### src/rtl/rv32i_ifetch_queue_if.sv
// Fetch-stage bus bundle: IMEM read channel, branch redirect, IF/ID handshake.
// master = fetch unit, slave = the surrounding pipeline / memory.
interface rv32i_ifetch_queue_if #(
  parameter int IMEM_AW = 5
);
  logic               imem_req;
  logic [IMEM_AW-1:0] imem_addr;
  logic               imem_rvalid;
  logic [31:0]        imem_rdata;
  logic               br_en;
  logic [31:0]        br_target;
  logic               id_ready;
  logic               if_id_valid;
  logic [31:0]        if_id_ir;
  logic [31:0]        if_id_npc;

  modport master (
    output imem_req, imem_addr, if_id_valid, if_id_ir, if_id_npc,
    input  imem_rvalid, imem_rdata, br_en, br_target, id_ready
  );

  modport slave (
    input  imem_req, imem_addr, if_id_valid, if_id_ir, if_id_npc,
    output imem_rvalid, imem_rdata, br_en, br_target, id_ready
  );
endinterface

### src/rtl/rv32i_ifetch_queue.sv
// rv32i instruction fetch with a small prefetch queue.
// Owns the word PC, issues one IMEM read per cycle while credit allows,
// queues returned words with their next-PC and hands them to decode.
// A redirect clears the queue and drops any wrong-path response.
module rv32i_ifetch_queue #(
  parameter int          DEPTH    = 4,
  parameter int          IMEM_AW  = 5,
  parameter logic [31:0] RESET_PC = 32'd0
) (
  input logic                  clk,
  input logic                  RN,
  rv32i_ifetch_queue_if.master bus
);
  localparam int PW = $clog2(DEPTH);
  localparam int CW = PW + 1;

  logic [31:0]   pc;
  logic [31:0]   tag;
  logic          inflight;
  logic          kill;
  logic [PW-1:0] wptr, rptr;
  logic [CW-1:0] count;
  logic [31:0]   q_ir  [DEPTH];
  logic [31:0]   q_npc [DEPTH];

  logic [CW:0]   used;
  logic          req, push, pop;

  // Credit counts both queued and in-flight words so a response always has a slot.
  assign used = {1'b0, count} + (CW+1)'(inflight);
  assign req  = !RN && !bus.br_en && (used < (CW+1)'(DEPTH));
  // Redirect wins over everything queue-related in the same cycle.
  assign push = bus.imem_rvalid && !kill && !bus.br_en;
  assign pop  = (count != '0) && bus.id_ready && !bus.br_en;

  assign bus.imem_req    = req;
  assign bus.imem_addr   = pc[IMEM_AW-1:0];
  assign bus.if_id_valid = (count != '0);
  assign bus.if_id_ir    = q_ir[rptr];
  assign bus.if_id_npc   = q_npc[rptr];

  // PC, request tag, in-flight and kill tracking.
  always_ff @(posedge clk or posedge RN) begin
    if (RN) begin
      pc       <= RESET_PC;
      tag      <= '0;
      inflight <= 1'b0;
      kill     <= 1'b0;
    end else begin
      inflight <= req;
      kill     <= bus.br_en;
      if (bus.br_en)  pc <= bus.br_target;
      else if (req)   pc <= pc + 32'd1;
      if (req)        tag <= pc;
    end
  end

  // Queue occupancy and pointers; pointers wrap naturally at DEPTH.
  always_ff @(posedge clk or posedge RN) begin
    if (RN) begin
      count <= '0;
      wptr  <= '0;
      rptr  <= '0;
    end else if (bus.br_en) begin
      count <= '0;
      wptr  <= '0;
      rptr  <= '0;
    end else begin
      if (push) wptr <= wptr + PW'(1);
      if (pop)  rptr <= rptr + PW'(1);
      case ({push, pop})
        2'b10:   count <= count + CW'(1);
        2'b01:   count <= count - CW'(1);
        default: count <= count;
      endcase
    end
  end

  // Entry storage; cleared on reset so the IF/ID outputs read zero.
  always_ff @(posedge clk or posedge RN) begin
    if (RN) begin
      for (int i = 0; i < DEPTH; i++) begin
        q_ir[i]  <= '0;
        q_npc[i] <= '0;
      end
    end else if (push) begin
      q_ir[wptr]  <= bus.imem_rdata;
      q_npc[wptr] <= tag + 32'd1;
    end
  end
endmodule

### src/flat_wrapper.sv
// flat-port wrapper written by rule: the top's interface ports become plain ports
module rv32i_ifetch_queue_flat 
#(
  parameter int          DEPTH    = 4,
  parameter int          IMEM_AW  = 5,
  parameter logic [31:0] RESET_PC = 32'd0
)
  (clk, RN, bus_imem_req, bus_imem_addr, bus_if_id_valid, bus_if_id_ir, bus_if_id_npc, bus_imem_rvalid, bus_imem_rdata, bus_br_en, bus_br_target, bus_id_ready);
  rv32i_ifetch_queue_if #(.IMEM_AW(IMEM_AW)) bus_i ();
  input logic clk;
  input logic RN;
  output wire logic [$bits(bus_i.imem_req)-1:0] bus_imem_req;
  output wire logic [$bits(bus_i.imem_addr)-1:0] bus_imem_addr;
  output wire logic [$bits(bus_i.if_id_valid)-1:0] bus_if_id_valid;
  output wire logic [$bits(bus_i.if_id_ir)-1:0] bus_if_id_ir;
  output wire logic [$bits(bus_i.if_id_npc)-1:0] bus_if_id_npc;
  input wire logic [$bits(bus_i.imem_rvalid)-1:0] bus_imem_rvalid;
  input wire logic [$bits(bus_i.imem_rdata)-1:0] bus_imem_rdata;
  input wire logic [$bits(bus_i.br_en)-1:0] bus_br_en;
  input wire logic [$bits(bus_i.br_target)-1:0] bus_br_target;
  input wire logic [$bits(bus_i.id_ready)-1:0] bus_id_ready;
  assign bus_imem_req = bus_i.imem_req;
  assign bus_imem_addr = bus_i.imem_addr;
  assign bus_if_id_valid = bus_i.if_id_valid;
  assign bus_if_id_ir = bus_i.if_id_ir;
  assign bus_if_id_npc = bus_i.if_id_npc;
  assign bus_i.imem_rvalid = bus_imem_rvalid;
  assign bus_i.imem_rdata = bus_imem_rdata;
  assign bus_i.br_en = bus_br_en;
  assign bus_i.br_target = bus_br_target;
  assign bus_i.id_ready = bus_id_ready;
  rv32i_ifetch_queue #(.DEPTH(DEPTH), .IMEM_AW(IMEM_AW), .RESET_PC(RESET_PC)) u_core (.clk(clk), .RN(RN), .bus(bus_i));
endmodule
### config.mk
export PLATFORM = sky130hd
export DESIGN_NAME = rv32i_ifetch_queue_flat
export DESIGN_NICKNAME = d
export VERILOG_FILES = /design/src/rtl/rv32i_ifetch_queue_if.sv /design/src/rtl/rv32i_ifetch_queue.sv /design/src/flat_wrapper.sv
export SDC_FILE = /design/constraint.sdc
export NUM_CORES = 1
export LEC_CHECK = 0
export ABC_AREA = 0
export BUFFER_PORTS_ARGS = -buffer_cell sky130_fd_sc_hd__buf_2
export CAP_MARGIN = 40
export CORE_ASPECT_RATIO = 1.2
export CORE_UTILIZATION = 42
export CTS_CLUSTER_SIZE = 12
export DETAILED_ROUTE_END_ITERATION = 10
export MAX_ROUTING_LAYER = met4
export PLACE_DENSITY = 0.67
export SLEW_MARGIN = 25
export SYNTH_ARGS = -nofsm -noshare
export SYNTH_HDL_FRONTEND = slang
export SYNTH_SLANG_ARGS = --single-unit
### constraint.sdc
create_clock -name clk -period 18.62 [get_ports clk]
set_input_delay 2.793 -clock clk [delete_from_list [all_inputs] [get_ports clk]]
set_output_delay 2.793 -clock clk [all_outputs]
set_load 0.01 [all_outputs]
# Word level (Yosys, flattened, before mapping)

Index checks and enable logic that the tools add are counted.

Word-level logic and storage cells: 63
Memories kept: 0
Flip-flop bits (word level): 329
ROM bits: 0
Latch bits: 0
Output and inout port bits: 71
Memory bits (writable): 0
Input port bits: 69

Magnitude comparators: 4
Reductions and logical operators: 15
$add $sub $neg: 7
Bitwise logic cells: 2
Equal/unequal tests: 2
Divide/modulo/power cells: 0
Shifts and indexed selects: 0
Mux-type cells: 18
Multiply operators: 0

Operators with widths:

| operator                | count |
|---|---|
| $bwmux W128             | 2 |
| $mux W32                | 7 |
| $bmux W32 S2            | 2 |
| $add A32 B1 Y32 const B | 2 |
| $demux W32 S2           | 1 |
| $mux W2                 | 4 |
| $logic_and A1 B1 Y1     | 7 |
| $ge A3 B3 Y1 const B    | 2 |
| $not A2 Y3              | 2 |
| $pmux W3 S2             | 1 |
| $reduce_bool A2 Y1      | 3 |
| $reduce_bool A3 Y1      | 2 |
| $add A2 B1 Y2 const B   | 2 |
| $add A3 B1 Y4           | 1 |
| $lt A4 B3 Y1 const B    | 1 |
| $add A3 B1 Y3 const B   | 1 |
| $logic_not A1 Y1        | 3 |
| $lt A3 B1 Y1 const B    | 1 |
| $mux W3                 | 1 |
| $sub A3 B1 Y3 const B   | 1 |
| $eq A2 B1 Y1 const B    | 1 |
| $eq A2 B2 Y1 const B    | 1 |

# Longest topological paths before layout

Depth in word-level cells: 6
Depth in mapped cells: 8
Gate-level depth less buffers: 6

# Worst setup path before layout

No wires, ideal clock.

Kind: input to output
Start: input port bus_br_en
End: output port bus_imem_req
Arrival: 3.884 ns
Slack: 11.943 ns
Data required time: 15.827 ns
Path buffers: 1
Cell stages on the path: 4
Path through: nor3_1 > nand2_1 > inv_1 > buf_1

Word-level cells in the longest chain between the ends: 3

Ends and longest elaborated chain:

| element                           | line                     | text |
|---|---|---|
| start, declared                   | flat_wrapper.sv:19       | `input wire logic [$bits(bus_i.br_en)-1:0] bus_br_en;` |
| $logic_not A1 Y1                  | rv32i_ifetch_queue.sv:31 | `assign req = !RN && !bus.br_en && (used < (CW+1)'(DEPTH));` |
| $logic_and A1 B1 Y1 (2 in series) | rv32i_ifetch_queue.sv:31 |  |
| end, declared                     | flat_wrapper.sv:12       | `output wire logic [$bits(bus_i.imem_req)-1:0] bus_imem_req;` |

Every way passes these cells.

# Final worst setup path

Ends and elaborated chain as after synthesis.

==> results.cfg <==
[power_and_ir_drop]
peakVddDrop_mv = 0.06041
cellPowerDensity_nw_per_um2 = 124.4
leakage_nw = 8.585

[timing]
rsz0062_at_grt = false
fin_ws_ns = 11.64
fin_crit_sh = 0.3749
period_needed_ns = 6.980
fmax_ghz = 0.1433
finalSetupViolCount = 0
worst_pin_slew_ns = 0.8249
finalSetupTns_ns = 0
slew-limit-headroom = 0.4501
report.final.slew_viol_count = 0
whs_ns = 0.4709
finalClockSkew_ns = 0.01163
final-hold-violation-count = 0

[floorplan]
chipWidth_um = 179.1
initial_core_util = 0.4273
die_h_um = 214.5
core-area_sq_um = 37000
floorplan.die_area_sq_um = 38420
row_count = 77
io_pins = 140

[worst_setup_path]
cp_data_arrival_time_ns = 4.19
crit_required_ns = 15.83
cp_cell_sequence = buf_2 -> buf_4 -> nor3_1 -> nand2_2 -> inv_1 -> buf_2
critPathLaunchType = input pin
critPathMostFrequentCell = buf_2
critPathKind = in2out
cp_max_fo = 60
cp_slowest_cell = nor3_1
end_kind = primary output
critical-path-max-stage-delay_ns = 0.64

[synthesis]
synth_largest_area_cell = dfrtp_1
postSynthAreaPerCell_sq_um = 9.593
synth_ff_type = dfrtp_1
netlist_instances = 1648
synth_cell_types = 58
synth_area_sq_um = 15810
synth_warnings = 0
synthArstFlopShare = 1.000
synth_edf_count = 0
synth_nets = 1724
synth_top_area_share = 0.5208
synth.area.top_cells = dfrtp_1, nand2_1, mux4_2
seq_area_frac_synth = 0.5208
synth-seq-cells = 329

[clock_network]
cts_root_buf = clkbuf_16
cts_setup_buffers = 0
cts.sinks = 329
cts-resized-gates = 0
cts_tree = built
clock_latency_ns = 0.52
clockBufferDepth = 3
numCtsBuffers = 38
cts_hold_buf = 0
htree_levels = 2
cts.clk_slew.worst_paths_ns = 0.06

[detailed_routing]
via_count = 12650
firstDrtPassIters = 8
via_per_inst = 5.681
drtAntennaViolNets = 0
wl_per_cell_um = 18.53
drt_iter0_drc = 1158
route.detailed.drc = 26
drt-total-wl_mm = 41.27

[final_layout]
multi_input_area_sq_um = 7174
nets = 1803
syn_to_final_growth_pct = 15.84
postLayoutCellArea_sq_um = 18310
regArea_sq_um = 8238
nFillCells = 3410
drive_gt1_frac = 0.1792

[global_route]
grt_usage = 0.2234
grt_pass1_vias = 12520
grt_pass1_wl_mm = 66.63
grt_max_degree = 193
grt-ovfl-total = 0
antenna_found_initial = 1

[outcome]
violations = DRC
status = finished with violations

[min_path]
hp-class = reg2reg

[placement]
gp_congestion = 0.8376
dp_hpwl_mm = 25.46
port_buffers = 139
dpl_cell_area_sq_um = 17010
post-place-ws_ns = 11.65

[run]
cap_violations = 0
[power breakdown]
group | switching, W | leakage (nW) | total, W | internal, W
clock | 0.000289 | 0.625 | 0.000761 | 0.000472
combinational | 0.000271 | 3.68 | 0.000518 | 0.000247
sequential | 0.000141 | 4.28 | 0.000999 | 0.000859
total | 0.000701 | 8.58 | 0.00228 | 0.00158
[stage by stage]
stage | power [W] | std cells | utilization
floorplan | 0.001332 | 1648 | -
global placement | 0.001506 | 2153 | 0.4558
detailed placement | 0.001535 | 2160 | 0.4598
CTS | 0.002303 | 2225 | 0.4942
global route | 0.002405 | 2227 | 0.4950
finish | 0.002278 | 2227 | 0.4950
[cells in the mapped netlist (8+ instances only)]
library cell  count
nor3_1           14
nor4_1            8
o211ai_1         20
xnor2_1           9
a31oi_1          46
nand3_1          66
nand4_1          25
and3_1            9
or4_1            29
dfrtp_1         329
inv_1            10
nand2_1         609
buf_1            14
clkbuf_1         96
nor2_1           62
o311ai_0         26
mux4_2           64
xor2_1            9
or3_1             9
and2_1           11
o21ai_0          76
and4_1           11
[worst max-delay path, delay by kind of cell]
kind / cells / cell delay (ns)
buffers and inverters: 4 / 0.64
AND/OR/NAND/NOR: 2 / 0.75
[layout by cell type (no fill, tap or decap), types with 29 or more instances in the layout]
master	Yosys	routed
nand2_1	609	608
dfrtp_1	329	327
buf_2	6	140
o21ai_0	76	76
nand3_1	66	66
mux4_2	64	64
nor2_1	62	62
a31oi_1	46	46
clkbuf_16	0	39
or4_1	29	29
[path summary, 6_finish.rpt]
path	end	depth (start not counted)	slack (ns)	startpoint
max in group asynchronous	u_core.q_ir[51]	4	15.02	RN
min in group asynchronous	u_core.pc[28]	2	2.26	RN
min	u_core.q_ir[70]	2	0.47	u_core.q_ir[70]
max reg2reg	u_core.q_npc[92]	4	15.86	u_core.tag[16]
min reg2reg	u_core.q_ir[70]	2	0.47	u_core.q_ir[70]
max	bus_imem_req	6	11.64	bus_br_en
[cell families after synthesis]
| family | count (synthesis) | synth area share |
|---|---|---|
| simple gates | 884 | 0.2473 |
| flops | 329 | 0.5208 |
| compound gates | 209 | 0.08785 |
| buf+inv | 132 | 0.03348 |
| mux | 69 | 0.09458 |
| xor+xnor | 18 | 0.009973 |
| fa+ha+maj | 7 | 0.006015 |
[layer usage]
metal  wire length, um  global-route usage  vias to the layer above
met1             17320              0.2935                     6175
met5                 0                   -                        -
li1                  -                   -                     5918
met3              2789             0.03050                       76
met4              1221             0.07899                        0
met2             19950              0.3528                      482
[cell type report]
cell class / count / share of cell area
sequential: 329 / 0.4498
multi-input combinational: 1187 / 0.3918
clock buffer: 52 / 0.05869
timing repair buffer: 161 / 0.05398
tap: 474 / 0.03239
clock inverter: 13 / 0.01073
inverter: 10 / 0.002460
antenna: 1 / 0.0001366
[registers in the layout (all words and copies together) (netlist names)]
| register | count |
|---|---|
| u_core.pc | 32 |
| u_core.rptr | 2 |
| u_core.wptr | 2 |
| u_core.tag | 32 |
| u_core.q_npc | 128 |
| u_core.kill | 1 |
| u_core.inflight | 1 |
| u_core.q_ir | 128 |
| u_core.count | 3 |
No activity file was read; power rests on OpenSTA's default activity.
